### config.mk
export PLATFORM = sky130hd
export DESIGN_NAME = commit_queue
export DESIGN_NICKNAME = d
export VERILOG_FILES = /design/src/rtl/commit_queue_pkg.sv /design/src/rtl/commit_fifo.sv /design/src/rtl/commit_queue.sv
export SDC_FILE = /design/constraint.sdc
export NUM_CORES = 1
export LEC_CHECK = 0
export BUFFER_PORTS_ARGS = -buffer_cell sky130_fd_sc_hd__buf_2
export CORE_ASPECT_RATIO = 1.25
export CORE_MARGIN = 2
export CORE_UTILIZATION = 56
export DETAILED_ROUTE_END_ITERATION = 6
export HOLD_SLACK_MARGIN = 0.02
export PLACE_DENSITY = 0.79
export SLEW_MARGIN = 20
export SYNTH_ARGS = -nofsm -noshare
export SYNTH_HDL_FRONTEND = slang
export SYNTH_SLANG_ARGS = --single-unit
export TNS_END_PERCENT = 100
### constraint.sdc
create_clock -name clock -period 4.08 [get_ports clock]
set_input_delay 0.816 -clock clock [delete_from_list [all_inputs] [get_ports clock]]
set_output_delay 0.816 -clock clock [all_outputs]
set_load 0.02 [all_outputs]
### src/rtl/commit_queue_pkg.sv
// -----------------------------------------------------------------------------
// commit_queue_pkg
// Shared constants and small helpers for the writeback/commit stage.
// Holds the default geometry (data width, register address width, number of
// writeback sources, queue depth) plus index helpers used by the round-robin
// arbiter and the commit FIFO.
// No ports (package).
// -----------------------------------------------------------------------------
package commit_queue_pkg;

    // Default geometry of the commit stage.
    localparam int CQ_XLEN  = 32;
    localparam int CQ_AW    = 5;
    localparam int CQ_NSRC  = 2;
    localparam int CQ_DEPTH = 4;

    // Width of an index able to address n items (at least one bit so that
    // degenerate single-item configurations still have a legal vector).
    function automatic int idxWidth(input int n);
        return (n > 1) ? $clog2(n) : 1;
    endfunction

    // Source visited at scan position 'off' when the round-robin scan starts
    // at 'base'.
    function automatic int rrIndex(input int base, input int off, input int n);
        return (base + off) % n;
    endfunction

endpackage

### src/rtl/commit_fifo.sv
// -----------------------------------------------------------------------------
// commit_fifo
// In-order storage for pending commits. WIDTH-bit entries, DEPTH deep
// (power of two), with an occupancy counter one bit wider than the pointers
// so that "full" and "empty" are unambiguous.
// Ports:
//   clock, reset      : clock and asynchronous active-high reset
//   push_i, pushData_i: enqueue request and entry (ignored while full)
//   pop_i             : dequeue request (ignored while empty)
//   headData_o        : entry at the head of the queue
//   full_o, empty_o   : occupancy status
// -----------------------------------------------------------------------------
module commit_fifo
    import commit_queue_pkg::*;
#(
    parameter int WIDTH = 8,
    parameter int DEPTH = 4
) (
    input  logic             clock,
    input  logic             reset,
    input  logic             push_i,
    input  logic [WIDTH-1:0] pushData_i,
    input  logic             pop_i,
    output logic [WIDTH-1:0] headData_o,
    output logic             full_o,
    output logic             empty_o
);

    localparam int PW = idxWidth(DEPTH);
    localparam int CW = $clog2(DEPTH) + 1;

    logic [WIDTH-1:0] r_mem [DEPTH];
    logic [PW-1:0]    r_wrPtr;
    logic [PW-1:0]    r_rdPtr;
    logic [CW-1:0]    r_count;
    logic             w_push;
    logic             w_pop;

    // Requests are qualified here so the storage can never over- or underflow,
    // whatever the caller does.
    assign full_o     = (r_count == CW'(DEPTH));
    assign empty_o    = (r_count == '0);
    assign w_push     = push_i && !full_o;
    assign w_pop      = pop_i && !empty_o;
    assign headData_o = r_mem[r_rdPtr];

    // Pointers wrap naturally because DEPTH is a power of two; the count only
    // moves when exactly one of push/pop happens.
    always_ff @(posedge clock or posedge reset) begin
        if (reset) begin
            r_wrPtr <= '0;
            r_rdPtr <= '0;
            r_count <= '0;
        end else begin
            if (w_push) begin
                r_wrPtr <= r_wrPtr + 1'b1;
            end
            if (w_pop) begin
                r_rdPtr <= r_rdPtr + 1'b1;
            end
            if (w_push && !w_pop) begin
                r_count <= r_count + 1'b1;
            end else if (w_pop && !w_push) begin
                r_count <= r_count - 1'b1;
            end
        end
    end

    // Storage is not reset: an empty queue never exposes its contents, the
    // top masks the head while empty.
    always_ff @(posedge clock) begin
        if (w_push) begin
            r_mem[r_wrPtr] <= pushData_i;
        end
    end

endmodule

### src/rtl/commit_queue.sv
// -----------------------------------------------------------------------------
// commit_queue
// Writeback/commit stage. Results from NSRC execution sources are accepted one
// per cycle through a round-robin arbiter, buffered in an in-order queue and
// drained one per cycle into the register-file write port. Each drain yields a
// registered one-cycle commit pulse (one cycle after the write) and bumps a
// 64-bit retire counter.
// Ports:
//   clock, reset                 : clock and asynchronous active-high reset
//   valid_pre_i / ready_pre_o    : per-source handshake (slice i = source i)
//   wen_i, rd_i, wdata_i, pc_i   : per-source result payload
//   halt_i                       : blocks draining, enqueue continues
//   we_o, waddr_o, wdata_o       : register-file write port
//   commit_valid_o, commit_pc_o  : registered commit pulse and its PC
//   retire_cnt_o                 : retired instruction count (wraps at 2^64)
//   full_o, empty_o              : queue status
// -----------------------------------------------------------------------------
module commit_queue
    import commit_queue_pkg::*;
#(
    parameter int NSRC  = CQ_NSRC,
    parameter int DEPTH = CQ_DEPTH,
    parameter int XLEN  = CQ_XLEN,
    parameter int AW    = CQ_AW
) (
    input  logic                 clock,
    input  logic                 reset,
    input  logic [NSRC-1:0]      valid_pre_i,
    output logic [NSRC-1:0]      ready_pre_o,
    input  logic [NSRC-1:0]      wen_i,
    input  logic [NSRC*AW-1:0]   rd_i,
    input  logic [NSRC*XLEN-1:0] wdata_i,
    input  logic [NSRC*XLEN-1:0] pc_i,
    input  logic                 halt_i,
    output logic                 we_o,
    output logic [AW-1:0]        waddr_o,
    output logic [XLEN-1:0]      wdata_o,
    output logic                 commit_valid_o,
    output logic [XLEN-1:0]      commit_pc_o,
    output logic [63:0]          retire_cnt_o,
    output logic                 full_o,
    output logic                 empty_o
);

    localparam int PW = idxWidth(NSRC);
    // Queue entry layout, msb first: {wen, rd, wdata, pc}
    localparam int FW = 1 + AW + 2 * XLEN;

    logic [PW-1:0]   r_rrPtr;
    logic            r_commitValid;
    logic [XLEN-1:0] r_commitPc;
    logic [63:0]     r_retireCnt;

    logic            w_found;
    logic [PW-1:0]   w_grantIdx;
    logic [NSRC-1:0] w_grant;
    logic            w_accept;
    logic [FW-1:0]   w_pushData;
    logic [FW-1:0]   w_headData;
    logic            w_full;
    logic            w_empty;
    logic            w_drain;
    logic            w_headWen;
    logic [AW-1:0]   w_headRd;
    logic [XLEN-1:0] w_headWdata;
    logic [XLEN-1:0] w_headPc;

    // Round-robin scan: the first valid source found starting from r_rrPtr
    // wins. Only one source can be granted, so at most one enqueue per cycle.
    always_comb begin
        w_found    = 1'b0;
        w_grantIdx = '0;
        for (int off = 0; off < NSRC; off++) begin
            if (!w_found && valid_pre_i[rrIndex(int'(r_rrPtr), off, NSRC)]) begin
                w_found    = 1'b1;
                w_grantIdx = PW'(rrIndex(int'(r_rrPtr), off, NSRC));
            end
        end
    end

    // Ready is withheld from everyone while full, even when a drain would free
    // a slot in the same cycle; this keeps ready off the drain path.
    assign w_grant     = w_found ? (NSRC'(1) << w_grantIdx) : '0;
    assign ready_pre_o = w_grant & {NSRC{!w_full}};
    assign w_accept    = w_found && !w_full;

    assign w_pushData = {wen_i[w_grantIdx],
                         rd_i[int'(w_grantIdx) * AW +: AW],
                         wdata_i[int'(w_grantIdx) * XLEN +: XLEN],
                         pc_i[int'(w_grantIdx) * XLEN +: XLEN]};

    // The pointer moves past the source just served so that a continuously
    // requesting source cannot starve the others.
    always_ff @(posedge clock or posedge reset) begin
        if (reset) begin
            r_rrPtr <= '0;
        end else if (w_accept) begin
            if (w_grantIdx == PW'(NSRC - 1)) begin
                r_rrPtr <= '0;
            end else begin
                r_rrPtr <= w_grantIdx + 1'b1;
            end
        end
    end

    commit_fifo #(
        .WIDTH (FW),
        .DEPTH (DEPTH)
    ) u_fifo (
        .clock      (clock),
        .reset      (reset),
        .push_i     (w_accept),
        .pushData_i (w_pushData),
        .pop_i      (w_drain),
        .headData_o (w_headData),
        .full_o     (w_full),
        .empty_o    (w_empty)
    );

    assign w_headWen   = w_headData[FW-1];
    assign w_headRd    = w_headData[2*XLEN +: AW];
    assign w_headWdata = w_headData[XLEN +: XLEN];
    assign w_headPc    = w_headData[0 +: XLEN];

    // Drain straight from the head entry; writes to x0 still retire but never
    // reach the register file.
    assign w_drain = !w_empty && !halt_i;
    assign we_o    = w_drain && w_headWen && (w_headRd != '0);
    assign waddr_o = w_empty ? '0 : w_headRd;
    assign wdata_o = w_empty ? '0 : w_headWdata;
    assign full_o  = w_full;
    assign empty_o = w_empty;

    // Commit pulse lags the register write by one cycle, and the counter
    // counts pulses, so it lags one more cycle behind.
    always_ff @(posedge clock or posedge reset) begin
        if (reset) begin
            r_commitValid <= 1'b0;
            r_commitPc    <= '0;
            r_retireCnt   <= '0;
        end else begin
            r_commitValid <= w_drain;
            r_commitPc    <= w_drain ? w_headPc : '0;
            if (r_commitValid) begin
                r_retireCnt <= r_retireCnt + 64'd1;
            end
        end
    end

    assign commit_valid_o = r_commitValid;
    assign commit_pc_o    = r_commitPc;
    assign retire_cnt_o   = r_retireCnt;

endmodule

==> impl_metrics.csv <==
group,metric,value,unit
global_route,grt_pass1_vias,9049,
run_status,status,"complete, no violations",
power_and_ir_drop,intPower,9210,µW
placed_design,placedCellCount,1506,
floorplan,core-area,27600,µm²
global_route,grt-ovfl-total,0,
global_route,grt_pass1_wl,49800,µm
floorplan,die_x,154,µm
yosys,synth_cell_type_count,35,
worst_hold_path,min_path_type,"register to register",
clocking,clkTransAtPathRegs,0.07,ns
placed_design,dpl.hpwl,20300,µm
global_route,grt_max_degree,72,
yosys,ys_ff_latch,385,
global_route,met1_usage,0.289,
finish,nNetsFinal,1347,
timing,hold_viol,0,
worst_setup_path,cp-start-kind,"register",
power_and_ir_drop,p_seq_frac,0.443,
detailed_routing,drtIter0Drc,505,
timing,finalCriticalPeriod,3.38,ns
global_route,busiest_layer,"met2",
power_and_ir_drop,peakVddDrop,0.000493,V
power_and_ir_drop,p_per_area,712,nW/µm²
clocking,post_cts_hold_buffer_count,0,
global_route,grt_util_all_layers,0.220,
clocking,cts_setup_buffers,0,
placed_design,io_buffer_count,283,
power_and_ir_drop,p_comb_frac,0.302,
placed_design,gp_congestion,0.856,
yosys,synth_cells,891,
detailed_routing,vias,8901,
clocking,cts_root_buffer,"clkbuf_16",
yosys,yosys.area.top_type_share,0.536,
yosys,ys_warn_count,0,
detailed_routing,antenna_left,0,
finish,antenna_cells,0,
yosys,ys_seq_area_frac,0.704,
worst_setup_path,cp.required,3.26,ns
timing,slew-limit-headroom,0.408,
timing,fmax,296,MHz
timing,setup_viol,0,
detailed_routing,drc,0,
global_route,grt.met2_usage,0.375,
floorplan,num_io_pins,284,
detailed_routing,wl_per_cell,20.4,µm
power_and_ir_drop,clkPwrFrac,0.255,
detailed_routing,dr.pass1.iters,5,
clocking,cts_made_buffers,37,
finish,drive_gt1_frac,0.426,
yosys,synth_area_leaders,"edfxtp_1, dfrtp_1, mux4_2, mux2_2, xnor2_1",
floorplan,die-area,29400,µm²
detailed_routing,vias_per_cell,5.66,
clocking,htree_levels,2,
clocking,clkSinkCount,385,
global_route,grtUsageMet3,0.0419,
timing,skew,0.0198,ns
clocking,cts_resized,0,
worst_setup_path,setup.worst_path.end_class,"primary output",
timing,slew_viol_final,0,
run,maxCapViolCount,0,
floorplan,fp-row-count,68,
power_and_ir_drop,leakage,0.00750,µW
power_and_ir_drop,swShare,0.313,
clocking,tritoncts,"done",
floorplan,die_h,191,µm
power_and_ir_drop,total_power,13400,µW
yosys,syn_avg_cell_area,17.6,µm²
finish,final_util,0.683,
worst_setup_path,crit_fanout,33,
timing,rsz0062_at_grt,"no",
floorplan,start_util,0.569,
worst_setup_path,crit_arrival,2.57,ns
yosys,synth_top_cell_by_area,"edfxtp_1",
worst_setup_path,worstSetupPathType,"register to primary output",
detailed_routing,wirelength,32100,µm
timing,finalSetupTns,0,ns
global_route,antenna_found_initial,1,
yosys,synthesis.area,15700,µm²
finish,layout.cells.non_filler,1573,
timing,worstMarginPinSlew,0.888,ns
yosys,syn_nets,1043,
clocking,ctsLongestPathBuffers,3,
clocking,clock_latency,0.52,ns
finish,syn2layout_area_growth,20.0,%
power_and_ir_drop,p_sw,4200,µW
timing,min_period_over_period,0.829,
[cells in the mapped netlist (all sizes together)]
| cell | n |
|---|---|
| and3 | 10 |
| and2 | 38 |
| mux4 | 70 |
| nor4 | 14 |
| o21ai | 2 |
| xor2 | 31 |
| and4 | 3 |
| or3 | 1 |
| edfxtp | 280 |
| dfrtp | 105 |
| inv | 13 |
| nor2b | 37 |
| nand2 | 29 |
| a21oi | 1 |
| nor3 | 14 |
| or4 | 2 |
| nor2 | 30 |
| nand4 | 29 |
| mux2 | 72 |
| clkbuf | 25 |
| ha | 6 |
| or4b | 1 |
| or2 | 3 |
| fa | 1 |
| xnor2 | 38 |
| nand3 | 25 |
| buf | 10 |
| nor3b | 1 |
[stage by stage]
step           instance area, µm²  hold slack (ns)  setup slack [ns]
2_1_floorplan               15700            0.456             0.503
3_3_place_gp                17600            0.451              1.23
3_5_place_dp                17600            0.469              1.21
4_1_cts                     18800            0.477             0.625
5_1_grt                     18800            0.487             0.529
6_report                    18800            0.473             0.697
[state kept, by name, indices dropped and copies added, names as in the netlist]
name and flops:
commit_pc_o 32, u_fifo.r_wrPtr 2, u_fifo.r_count 3, r_rrPtr 1, u_fifo.r_rdPtr 2, retire_cnt_o 64, commit_valid_o 1, u_fifo.r_mem 280
[area by class of cell]
cell class	count	area, µm²
Tap cell	350	438
Inverter	13	51.3
Sequential cell	385	11000
Clock inverter	25	262
Clock buffer	42	955
Fill cell	1828	8750
Multi-Input combinational cell	458	4480
Timing Repair Buffer	300	1590
[cell families after synthesis]
kind of cell | share of synthesized area
DFF | 0.704
and+or+nand+nor | 0.0859
muxes | 0.152
xor gates and xnor gates | 0.0385
buffers and inverters | 0.0127
adders and majority gates | 0.00606
AOI/OAI and AO/OA | 0.000956
[power groups by stage]
stage	logic (µW)	clock network, µW	registers (µW)
6_report	4050	3410	5940
5_1_grt	4340	3650	6030
4_1_cts	4130	3480	5960
3_5_place_dp	4090	0	6010
3_3_place_gp	4020	0	5950
2_1_floorplan	2680	0	6000
[metal layers]
layer / vias up / wire [µm]
li1: 4008 / -
met1: 4460 / 12700
met2: 372 / 16300
met3: 59 / 2300
met4: 2 / 838
met5: - / 13
[final timing paths]
check                           slack (ns)                  end  depth (start not counted)               from
worst max register to register        1.54  u_fifo.r_mem[0][21]                          4  u_fifo.r_count[2]
worst max-delay path                  0.70          wdata_o[11]                          4  u_fifo.r_rdPtr[0]
worst min-delay path                  0.47     retire_cnt_o[63]                          1   retire_cnt_o[63]
worst min register to register        0.47     retire_cnt_o[63]                          1   retire_cnt_o[63]
max in group asynchronous             2.77    u_fifo.r_rdPtr[0]                          3              reset
min in group asynchronous             0.49      commit_pc_o[15]                          2              reset
[cells in the final DEF, fill, tap and decap left out, types with 10 or more instances in the layout]
cell type  synthesis  final
nor2b_1           37     37
nor2_1            30     30
buf_4              0     13
mux4_2            70     70
nor4_1            10     10
mux2_2            72     72
nand4_1           28     28
inv_1             13     12
clkinv_2           0     11
and3_1            10     10
dfrtp_1          105    103
xnor2_1           38     38
nand2_1           29     29
xor2_1            31     31
and2_1            38     34
buf_2              9    283
edfxtp_1         280    280
nand3_1           24     24
clkbuf_16          0     37
nor3_1            13     12
[worst max-delay path, stage by stage (launching register included)]
cell	delay [ns]
dfrtp_4	0.85
buf_4	0.33
mux4_2	0.54
nor2b_1	0.15
buf_2	0.18
No activity file was read; power rests on OpenSTA's default activity.
